$ cat config.mk
export PLATFORM = sky130hd
export DESIGN_NAME = mmbus_flat
export DESIGN_NICKNAME = d
export VERILOG_FILES = /design/src/rtl/mmbus_pkg.sv /design/src/rtl/mmbus_if.sv /design/src/rtl/mmbus_decode.sv /design/src/rtl/mmbus.sv /design/src/flat_wrapper.sv
export SDC_FILE = /design/constraint.sdc
export NUM_CORES = 1
export LEC_CHECK = 0
export BUFFER_PORTS_ARGS = -buffer_cell sky130_fd_sc_hd__buf_2
export CAP_MARGIN = 10
export CORE_AREA = 3 3 184 186
export DETAILED_ROUTE_END_ITERATION = 8
export DIE_AREA = 0 0 187 189
export GPL_TIMING_DRIVEN = 0
export PLACE_DENSITY = 0.47
export SETUP_SLACK_MARGIN = 0.15
export SYNTH_ARGS = -nofsm -noshare
export SYNTH_HDL_FRONTEND = slang
export SYNTH_SLANG_ARGS = --single-unit
$ cat constraint.sdc
create_clock -name clk -period 2 [get_ports clk]
set_clock_uncertainty 0.1 [all_clocks]
set_input_delay 0.6 -clock clk [delete_from_list [all_inputs] [get_ports clk]]
set_output_delay 0.6 -clock clk [all_outputs]
set_load 0.005 [all_outputs]
$ cat src/rtl/mmbus_pkg.sv
// Shared types and constants for the mmbus address-decoding bus bridge.
// FSM state encoding, fault-cause codes and the slave-index width helper.
package mmbus_pkg;

    typedef enum logic [1:0] {
        ST_IDLE,
        ST_ISSUE,
        ST_WAIT,
        ST_DONE
    } state_t;

    typedef logic [1:0] err_cause_t;

    localparam err_cause_t ERR_NONE     = 2'b00;
    localparam err_cause_t ERR_UNMAPPED = 2'b01;
    localparam err_cause_t ERR_TIMEOUT  = 2'b10;

    // Index width for n slaves; a single slave still needs one bit.
    function automatic int sel_width(input int n);
        return (n > 1) ? $clog2(n) : 1;
    endfunction

endpackage

$ cat src/rtl/mmbus_if.sv
// Bus bundle between the CPU memory port, the mmbus bridge and its slaves.
// master = CPU side; slave = the bridge as seen by the CPU (it also drives the slave-side fan-out).
interface mmbus_if #(
    parameter int N_SLV = 8
);

    logic [31:0]         m_a;
    logic [31:0]         m_d;
    logic                m_we;
    logic                m_rd;
    logic [31:0]         m_spo;
    logic                m_ready;
    logic                m_err;

    logic [31:0]         s_a;
    logic [31:0]         s_d;
    logic [N_SLV-1:0]    s_we;
    logic [N_SLV-1:0]    s_rd;
    logic [32*N_SLV-1:0] s_spo;
    logic [N_SLV-1:0]    s_ready;

    modport master (
        output m_a, m_d, m_we, m_rd,
        input  m_spo, m_ready, m_err
    );

    modport slave (
        input  m_a, m_d, m_we, m_rd, s_spo, s_ready,
        output m_spo, m_ready, m_err, s_a, s_d, s_we, s_rd
    );

endinterface

$ cat src/rtl/mmbus_decode.sv
// Combinational base/mask address decoder with priority encoding.
// The lowest-numbered matching slave wins when ranges overlap.
module mmbus_decode
    import mmbus_pkg::*;
#(
    parameter int                  N_SLV    = 8,
    parameter logic [32*N_SLV-1:0] SLV_BASE = {N_SLV{32'h0}},
    parameter logic [32*N_SLV-1:0] SLV_MASK = {N_SLV{32'hf000_0000}},
    parameter int                  SEL_W    = sel_width(N_SLV)
) (
    input  logic [31:0]      addr,
    output logic             hit,
    output logic [SEL_W-1:0] sel
);

    // Scan from the top down so the lowest match is the last one written.
    always_comb begin
        // NOTE: every always_comb output gets a default first so no path leaves it unassigned (no latch).
        hit = 1'b0;
        sel = '0;
        for (int i = N_SLV - 1; i >= 0; i--) begin
            if ((addr & SLV_MASK[32*i +: 32]) == SLV_BASE[32*i +: 32]) begin
                hit = 1'b1;
                sel = SEL_W'(i);
            end
        end
    end

endmodule

$ cat src/rtl/mmbus.sv
// Registered bus bridge: decodes CPU requests onto N slave ports with fault capture.
// Build option: define MMBUS_TIMEOUT_EN to abort WAIT after TIMEOUT_CYC cycles.
module mmbus
    import mmbus_pkg::*;
#(
    parameter int                  N_SLV       = 8,
    parameter logic [32*N_SLV-1:0] SLV_BASE    = {N_SLV{32'h0}},
    parameter logic [32*N_SLV-1:0] SLV_MASK    = {N_SLV{32'hf000_0000}},
    parameter int                  TIMEOUT_CYC = 1023
) (
    input  logic         clk,
    input  logic         rst,
    mmbus_if.slave       bus,
    input  logic         err_clr,
    output logic         err_valid,
    output logic [31:0]  err_addr,
    output err_cause_t   err_cause
);

    localparam int SEL_W = sel_width(N_SLV);

    state_t           state, state_nxt;
    logic [SEL_W-1:0] sel, dec_sel;
    logic             dec_hit;
    logic             op_we;
    logic             fault;
    logic [31:0]      s_a_q, s_d_q, spo_q, spo_sel;
    logic [N_SLV-1:0] strobe;
    logic             ready_sel;
    logic             req, timeout, fault_now;

    assign req = bus.m_we | bus.m_rd;

    mmbus_decode #(
        .N_SLV    (N_SLV),
        .SLV_BASE (SLV_BASE),
        .SLV_MASK (SLV_MASK),
        .SEL_W    (SEL_W)
    ) u_decode (
        .addr (bus.m_a),
        .hit  (dec_hit),
        .sel  (dec_sel)
    );

    always_comb begin
        ready_sel = 1'b0;
        spo_sel   = '0;
        strobe    = '0;
        for (int i = 0; i < N_SLV; i++) begin
            if (sel == SEL_W'(i)) begin
                ready_sel = bus.s_ready[i];
                spo_sel   = bus.s_spo[32*i +: 32];
                strobe[i] = 1'b1;
            end
        end
    end

`ifdef MMBUS_TIMEOUT_EN
    localparam int CNT_W = $clog2(TIMEOUT_CYC + 1);

    logic [CNT_W-1:0] wait_cnt;

    // Held at zero outside WAIT, so it restarts on every entry.
    always_ff @(posedge clk) begin
        if (rst || state != ST_WAIT) wait_cnt <= '0;
        else                         wait_cnt <= wait_cnt + 1'b1;
    end

    // wait_cnt counts the WAIT cycles before this one; a ready slave still wins.
    assign timeout = (state == ST_WAIT) && !ready_sel &&
                     (wait_cnt == CNT_W'(TIMEOUT_CYC - 1));
`else
    assign timeout = 1'b0;
`endif

    assign fault_now = ((state == ST_IDLE) && req && !dec_hit) || timeout;

    always_ff @(posedge clk) begin
        if (rst) state <= ST_IDLE;
        else     state <= state_nxt;
    end

    always_comb begin
        state_nxt   = state;
        bus.m_ready = 1'b0;
        bus.m_err   = 1'b0;
        bus.s_we    = '0;
        bus.s_rd    = '0;
        case (state)
            ST_IDLE: begin
                bus.m_ready = ~req;
                if (req) state_nxt = dec_hit ? ST_ISSUE : ST_DONE;
            end
            ST_ISSUE: begin
                if (op_we) bus.s_we = strobe;
                else       bus.s_rd = strobe;
                state_nxt = ST_WAIT;
            end
            ST_WAIT: begin
                if (ready_sel || timeout) state_nxt = ST_DONE;
            end
            ST_DONE: begin
                bus.m_ready = 1'b1;
                bus.m_err   = fault;
                state_nxt   = ST_IDLE;
            end
            default: state_nxt = ST_IDLE;
        endcase
    end

    always_ff @(posedge clk) begin
        // NOTE: registered state uses non-blocking assignments so every flop samples pre-edge values.
        if (rst) begin
            s_a_q     <= '0;
            s_d_q     <= '0;
            spo_q     <= '0;
            op_we     <= 1'b0;
            sel       <= '0;
            fault     <= 1'b0;
            err_valid <= 1'b0;
            err_addr  <= '0;
            err_cause <= ERR_NONE;
        end else begin
            if (state == ST_IDLE && req) begin
                s_a_q <= bus.m_a;
                s_d_q <= bus.m_d;
                op_we <= bus.m_we;
                sel   <= dec_sel;
                fault <= ~dec_hit;
                if (!dec_hit) spo_q <= '0;
            end
            if (state == ST_WAIT) begin
                if (ready_sel) begin
                    spo_q <= spo_sel;
                end else if (timeout) begin
                    spo_q <= '0;
                    fault <= 1'b1;
                end
            end
            // First fault sticks; a clear in the same cycle lets the new fault in.
            if (fault_now && (!err_valid || err_clr)) begin
                err_valid <= 1'b1;
                err_addr  <= timeout ? s_a_q : bus.m_a;
                err_cause <= timeout ? ERR_TIMEOUT : ERR_UNMAPPED;
            end else if (err_clr) begin
                err_valid <= 1'b0;
                err_addr  <= '0;
                err_cause <= ERR_NONE;
            end
        end
    end

    assign bus.s_a   = s_a_q;
    assign bus.s_d   = s_d_q;
    assign bus.m_spo = spo_q;

endmodule

$ cat src/flat_wrapper.sv
// flat-port wrapper written by rule: the top's interface ports become plain ports
module mmbus_flat import mmbus_pkg::*;
#(
    parameter int                  N_SLV       = 8,
    parameter logic [32*N_SLV-1:0] SLV_BASE    = {N_SLV{32'h0}},
    parameter logic [32*N_SLV-1:0] SLV_MASK    = {N_SLV{32'hf000_0000}},
    parameter int                  TIMEOUT_CYC = 1023
)
  (clk, rst, err_clr, err_valid, err_addr, err_cause, bus_m_a, bus_m_d, bus_m_we, bus_m_rd, bus_s_spo, bus_s_ready, bus_m_spo, bus_m_ready, bus_m_err, bus_s_a, bus_s_d, bus_s_we, bus_s_rd);
  mmbus_if #(.N_SLV(N_SLV)) bus_i ();
  input  logic clk;
  input  logic rst;
  input  logic err_clr;
  output logic err_valid;
  output logic [31:0] err_addr;
  output err_cause_t err_cause;
  input wire logic [$bits(bus_i.m_a)-1:0] bus_m_a;
  input wire logic [$bits(bus_i.m_d)-1:0] bus_m_d;
  input wire logic [$bits(bus_i.m_we)-1:0] bus_m_we;
  input wire logic [$bits(bus_i.m_rd)-1:0] bus_m_rd;
  input wire logic [$bits(bus_i.s_spo)-1:0] bus_s_spo;
  input wire logic [$bits(bus_i.s_ready)-1:0] bus_s_ready;
  output wire logic [$bits(bus_i.m_spo)-1:0] bus_m_spo;
  output wire logic [$bits(bus_i.m_ready)-1:0] bus_m_ready;
  output wire logic [$bits(bus_i.m_err)-1:0] bus_m_err;
  output wire logic [$bits(bus_i.s_a)-1:0] bus_s_a;
  output wire logic [$bits(bus_i.s_d)-1:0] bus_s_d;
  output wire logic [$bits(bus_i.s_we)-1:0] bus_s_we;
  output wire logic [$bits(bus_i.s_rd)-1:0] bus_s_rd;
  assign bus_i.m_a = bus_m_a;
  assign bus_i.m_d = bus_m_d;
  assign bus_i.m_we = bus_m_we;
  assign bus_i.m_rd = bus_m_rd;
  assign bus_i.s_spo = bus_s_spo;
  assign bus_i.s_ready = bus_s_ready;
  assign bus_m_spo = bus_i.m_spo;
  assign bus_m_ready = bus_i.m_ready;
  assign bus_m_err = bus_i.m_err;
  assign bus_s_a = bus_i.s_a;
  assign bus_s_d = bus_i.s_d;
  assign bus_s_we = bus_i.s_we;
  assign bus_s_rd = bus_i.s_rd;
  mmbus #(.N_SLV(N_SLV), .SLV_BASE(SLV_BASE), .SLV_MASK(SLV_MASK), .TIMEOUT_CYC(TIMEOUT_CYC)) u_core (.clk(clk), .rst(rst), .bus(bus_i), .err_clr(err_clr), .err_valid(err_valid), .err_addr(err_addr), .err_cause(err_cause));
endmodule
Word level (Yosys, flattened, before mapping) --
Cells that the tools add are included.
Cells by class: equality and inequality tests 5, multiplexer cells 21, bitwise gates (word level) 3, reductions and logical operators 10
Operators with widths (count):
- $mux W32 | 6
- $logic_not A32 Y1 | 1
- $mux W8 | 2
- $mux W1 | 8
- $pmux W2 S4 | 1
- $mux W2 | 3
- $eq A2 B2 Y1 const B | 2
- $ne A2 B1 Y1 const B | 2
- $logic_and A1 B1 Y1 | 3
- $eq A2 B1 Y1 const B | 1
- $logic_not A1 Y1 | 2
- $logic_not A2 Y1 | 1
- $not A1 Y1 | 2
- $pmux W1 S2 | 1
- $reduce_and A2 Y1 | 1
- $reduce_bool A2 Y1 | 1
- $logic_or A1 B1 Y1 | 1
- $or A1 B1 Y1 | 1
Storage, ports and cells: register bits after elaboration 134, bits of input ports 333, output and inout bits 149, word-level logic and storage cells 48

Logic depth before layout (Yosys ltp) --
depth in word-level cells 6, depth in mapped cells 8

By module --
A second synthesis with hierarchy kept.
Unflattened totals: cells, all modules 1011, area, all modules 7604.8 sq um
By module, submodules not included:
- mmbus | times used 1, cells each 1006, area an instance 7566.0 sq um, seq. area each 2722.6 sq um
- mmbus_decode | times used 1, cells each 5, area an instance 38.8 sq um, seq. area each 0.0 sq um

Worst setup path after synthesis --
No wires, ideal clock.
path kind flip-flop to output port, from reg u_core.state[0], to out bus_m_ready, arrival 1030 ps, data required time 1300 ps, slack 270 ps, cell stages (with the launch flop) 6, path through dfxtp_1 > inv_1 > ha_1 > nor3b_1 > nor2_1 > nor2_1
Between the ends: word-level cells in the longest chain between the ends 2, elaborated cells between the ends (all ways) 3, classes of those cells 1 x eq/ne; 1 x mux; 1 x reduce/logical
Ends and longest elaborated chain:
- start: declaration | line mmbus.sv:22 | state_t state, state_nxt;
- start signal: assignment | line mmbus.sv:80 | else state <= state_nxt;
- $eq A2 B2 Y1 / $logic_not A2 Y1 (equally long branches) | line mmbus.sv:89 | case (state)
- $pmux W1 S2 * | line mmbus.sv:89
- end: declaration | line flat_wrapper.sv:24 | output wire logic [$bits(bus_i.m_ready)-1:0] bus_m_ready;
Mark *: on every way between the ends. The rest lies on a longest branch, timed or not.

Final worst setup path --
from reg u_core.state[1], to out bus_m_ready
Same word-level chain as after synthesis.

==> impl_summary.md <==
Setup path
The register-to-register setup slack is -10 ps. The data arrival time at the worst-slack endpoint is 1440 ps. Of all nets on the critical path, the largest fanout is 3.

The worst setup path is launched from a register. The worst setup path is of the register to output port kind. The worst setup path is captured at an output port. Counting cells, the worst reg-to-reg path comes to 8.

STA puts the critical path data required time at 1300 ps.

Detailed routing
The total iterations of the first detailed-routing run is 4. After detailed routing, the number of remaining DRC violations is 0. The total number of vias is 5142. The final antenna-violating net count is 0. Wires add up to 20110 um. In the routed layout, each cell is associated on average with a via count of 3.806.

The routed length per instance is 14.89 um. The detailed router finished its first iteration with 191 violations.

Yosys
The per-instance average area after synthesis is 8.411 sq um. The area fraction of the dominant cell type after synthesis is 0.5106. The number of synthesized flops with an enable pin is 0. The most frequent cell after synthesis is sky130_fd_sc_hd__nand2_1. By area the synthesized netlist is led by sky130_fd_sc_hd__dfxtp_1 51%, sky130_fd_sc_hd__nand2_1 14%, sky130_fd_sc_hd__a21oi_1 9.5%.

The number of storage elements in the synthesis netlist is 133. The sequential-to-total area share from yosys stat is 0.5106. The number of distinct library cells after synthesis is 29. Counting instances in the post-synthesis netlist gives the leading cell types as 197 x sky130_fd_sc_hd__nand2_1, 133 x sky130_fd_sc_hd__dfxtp_1, 99 x sky130_fd_sc_hd__a21oi_1. The cell area that synthesis handed to floorplanning was 5215 sq um. Yosys printed 0 warnings. Summed over all instances, the cell type with the most area after synthesis is sky130_fd_sc_hd__dfxtp_1. The main flop type after synthesis is sky130_fd_sc_hd__dfxtp_1. Of all flip-flops after synthesis, the portion carrying an async set or reset was 0. Synthesis produced a netlist whose cell count is 620.

Floorplanning
The initial utilization of the core area, before any placement, comes to 0.1607. In this run the count of I/O pins placed on the die edge is 482. The chip width is 187 um.

The die is 189 um tall. The floorplan has 66 rows. The area of the core is 32450 sq um. The die footprint is 35340 sq um.

Clock network
CTS built an H-tree with a depth of 4. The clock root buffer is sky130_fd_sc_hd__clkbuf_16. The number of buffers on the longest clock path is 2. The TritonCTS clock tree is yes. The clock transition at the register clock pins on the worst setup and hold paths after CTS is 60 ps. The number of buffers created by CTS is 17. The clock latency at the later pin of the worst-skew pair is 430 ps.

The clock sink count is 133.

Outcome
The checks that failed: setup timing. The flow ran to the end, but the final reports show violations.

Power and ir drop
In this run the power density over the cells is 1247 nW/um^2. The leakage power of the design is 3.497 nW. The worst IR drop on VDD is 0.5406 mV.

Global route
The maximum number of pins on one net before global-route repair is 17. Across every metal layer, demand over resource in global routing totals 0.1140. The first global-routing pass estimated 30540 um of wire. The initial antenna violation count is 1. The aggregate global routing overflow is 0.

The via count of the first global-routing pass is 5150.

Timing
Measured against its own limit, the worst slew margin works out to 0.4685. For the finished layout, the period the worst path requires is 2140 ps. For this run, the top clock speed supported by timing is 467.4 MHz. The final period utilization is 1.070. Setup repair after global routing could not meet its margin everywhere.

At the pin with the least slew margin, the transition time is 797.1 ps. The total count of hold-check failures in the final report came to 0. Setup violations remaining at the end of the flow were counted as 5. The number of max-slew violations in the final report was 0.

The final worst setup slack is -139.5 ps.

Final layout
Relative to the synthesized area, the layout overhead comes to 48.58%. The finished cells cover 7749 sq um. After the last flow step, the layout net total stands at 1234. 0 antenna diodes ended up in the layout. The final-layout fill cell count is 3614. The fraction of final layout cells with drive strength greater than 1 is 0.3740.

Hold path
In this run the worst hold path is classified as input port to register. The worst hold path depth is 3.

Placed design
The last weighted congestion value of the routability-driven placer is 0.7371. The count of buffers added on input and output ports is 234. Detailed placement ended at an HPWL of 15310 um. The cell area reported after detailed placement is 6992 sq um.

OpenSTA, run right after detailed placement, puts the worst setup slack at -571.2 ps.

Flow run
The count of maximum capacitance violations is 0.
[logic make-up after synthesis]
logic type / Yosys count / synth area share
mux: 28 / 0.05374
flops: 133 / 0.5106
compound gates: 141 / 0.1540
simple gates: 245 / 0.2051
buf+inv: 67 / 0.06382
other cells: 1 / 0.0007191
fa+ha+maj: 5 / 0.01200
[sequential cells by signal (all words and copies together), names as in the netlist]
register          count
u_core.fault          1
u_core.bus.s_d       32
u_core.state          2
u_core.err_cause      1
u_core.op_we          1
u_core.err_addr      32
u_core.bus.s_a       32
u_core.bus.m_spo     32
[path summary, 6_finish.rpt]
check                                        start                          endpoint
hold / removal                          bus_m_d[5]    u_core.bus.s_d[5]$_SDFFE_PP0N_
hold reg to reg   u_core.err_addr[29]$_SDFFE_PP0P_  u_core.err_addr[29]$_SDFFE_PP0P_
setup reg to reg      u_core.state[0]$_SDFFE_PP0P_   u_core.bus.s_d[17]$_SDFFE_PP0N_
setup / recovery      u_core.state[1]$_SDFFE_PP0P_                       bus_m_ready
[timing repair]
item | CTS | global route
buffers inserted | 8 | 1
pin swaps | 2 | 0
setup endpoints to repair | 136 | 130
resized for setup | 35 | 19
endpoints found under the hold margin | 0 | 0
hold buffers | 0 | 0
[metal layers]
metal	GRT usage	routed length, um	vias to the layer above
met5	0	13	-
met4	0.04187	367	2
met3	0.04333	1598	22
met2	0.1744	8773	191
met1	0.1464	9361	2340
li1	-	-	2587
[metrics by stage]
stage	instances	total power, W	util	TNS [ps]	hold slack [ps]
after floorplan	634	0.005028	-	0	331.7
after global placement	1310	0.006293	0.2154	-54060	335.0
after detailed placement	1310	0.006310	0.2154	-53410	339.1
after CTS	1350	0.009832	0.2379	-615.2	263.6
after global routing	1351	0.01032	0.2388	-3294	273.3
final	1351	0.009663	0.2388	-367.5	295.0
[critical path, stage by stage (launching register included)]
cell and delay [ps]:
sky130_fd_sc_hd__dfxtp_2 340, sky130_fd_sc_hd__inv_4 70, sky130_fd_sc_hd__ha_4 130, sky130_fd_sc_hd__nor3b_4 200
sky130_fd_sc_hd__nor2_1 60, sky130_fd_sc_hd__nor2_1 80, sky130_fd_sc_hd__buf_2 130
[where the power goes]
part           internal [W]  total (W)  switching (W)  leakage, nW
Combinational       0.00127    0.00301        0.00175         2.13
Sequential          0.00316    0.00342       0.000264         1.09
Clock               0.00186    0.00323        0.00137        0.278
[layout by cell type (no fill, tap or decap), types with 7 or more instances in the layout]
cell / instances
sky130_fd_sc_hd__buf_4: 32
sky130_fd_sc_hd__buf_2: 243
sky130_fd_sc_hd__a21oi_1: 99
sky130_fd_sc_hd__o211ai_1: 32
sky130_fd_sc_hd__inv_6: 7
sky130_fd_sc_hd__clkbuf_1: 14
sky130_fd_sc_hd__clkbuf_2: 16
sky130_fd_sc_hd__dfxtp_1: 130
sky130_fd_sc_hd__clkbuf_16: 17
sky130_fd_sc_hd__nand2_1: 197
sky130_fd_sc_hd__mux2i_1: 28
sky130_fd_sc_hd__nand2b_1: 31
sky130_fd_sc_hd__conb_1: 15
[cell type report]
class,count,area [sq um],share of cell area
clock buffer,17,425.4,0.05490
inverter,2,10.01,0.001292
tap,442,553.0,0.07137
timing repair buffer,243,1245,0.1607
buffer,65,376.6,0.04860
sequential,133,2666,0.3441
clock inverter,15,168.9,0.02180
multi-input combinational,434,2303,0.2973
Power figures use the tool's default switching activity.
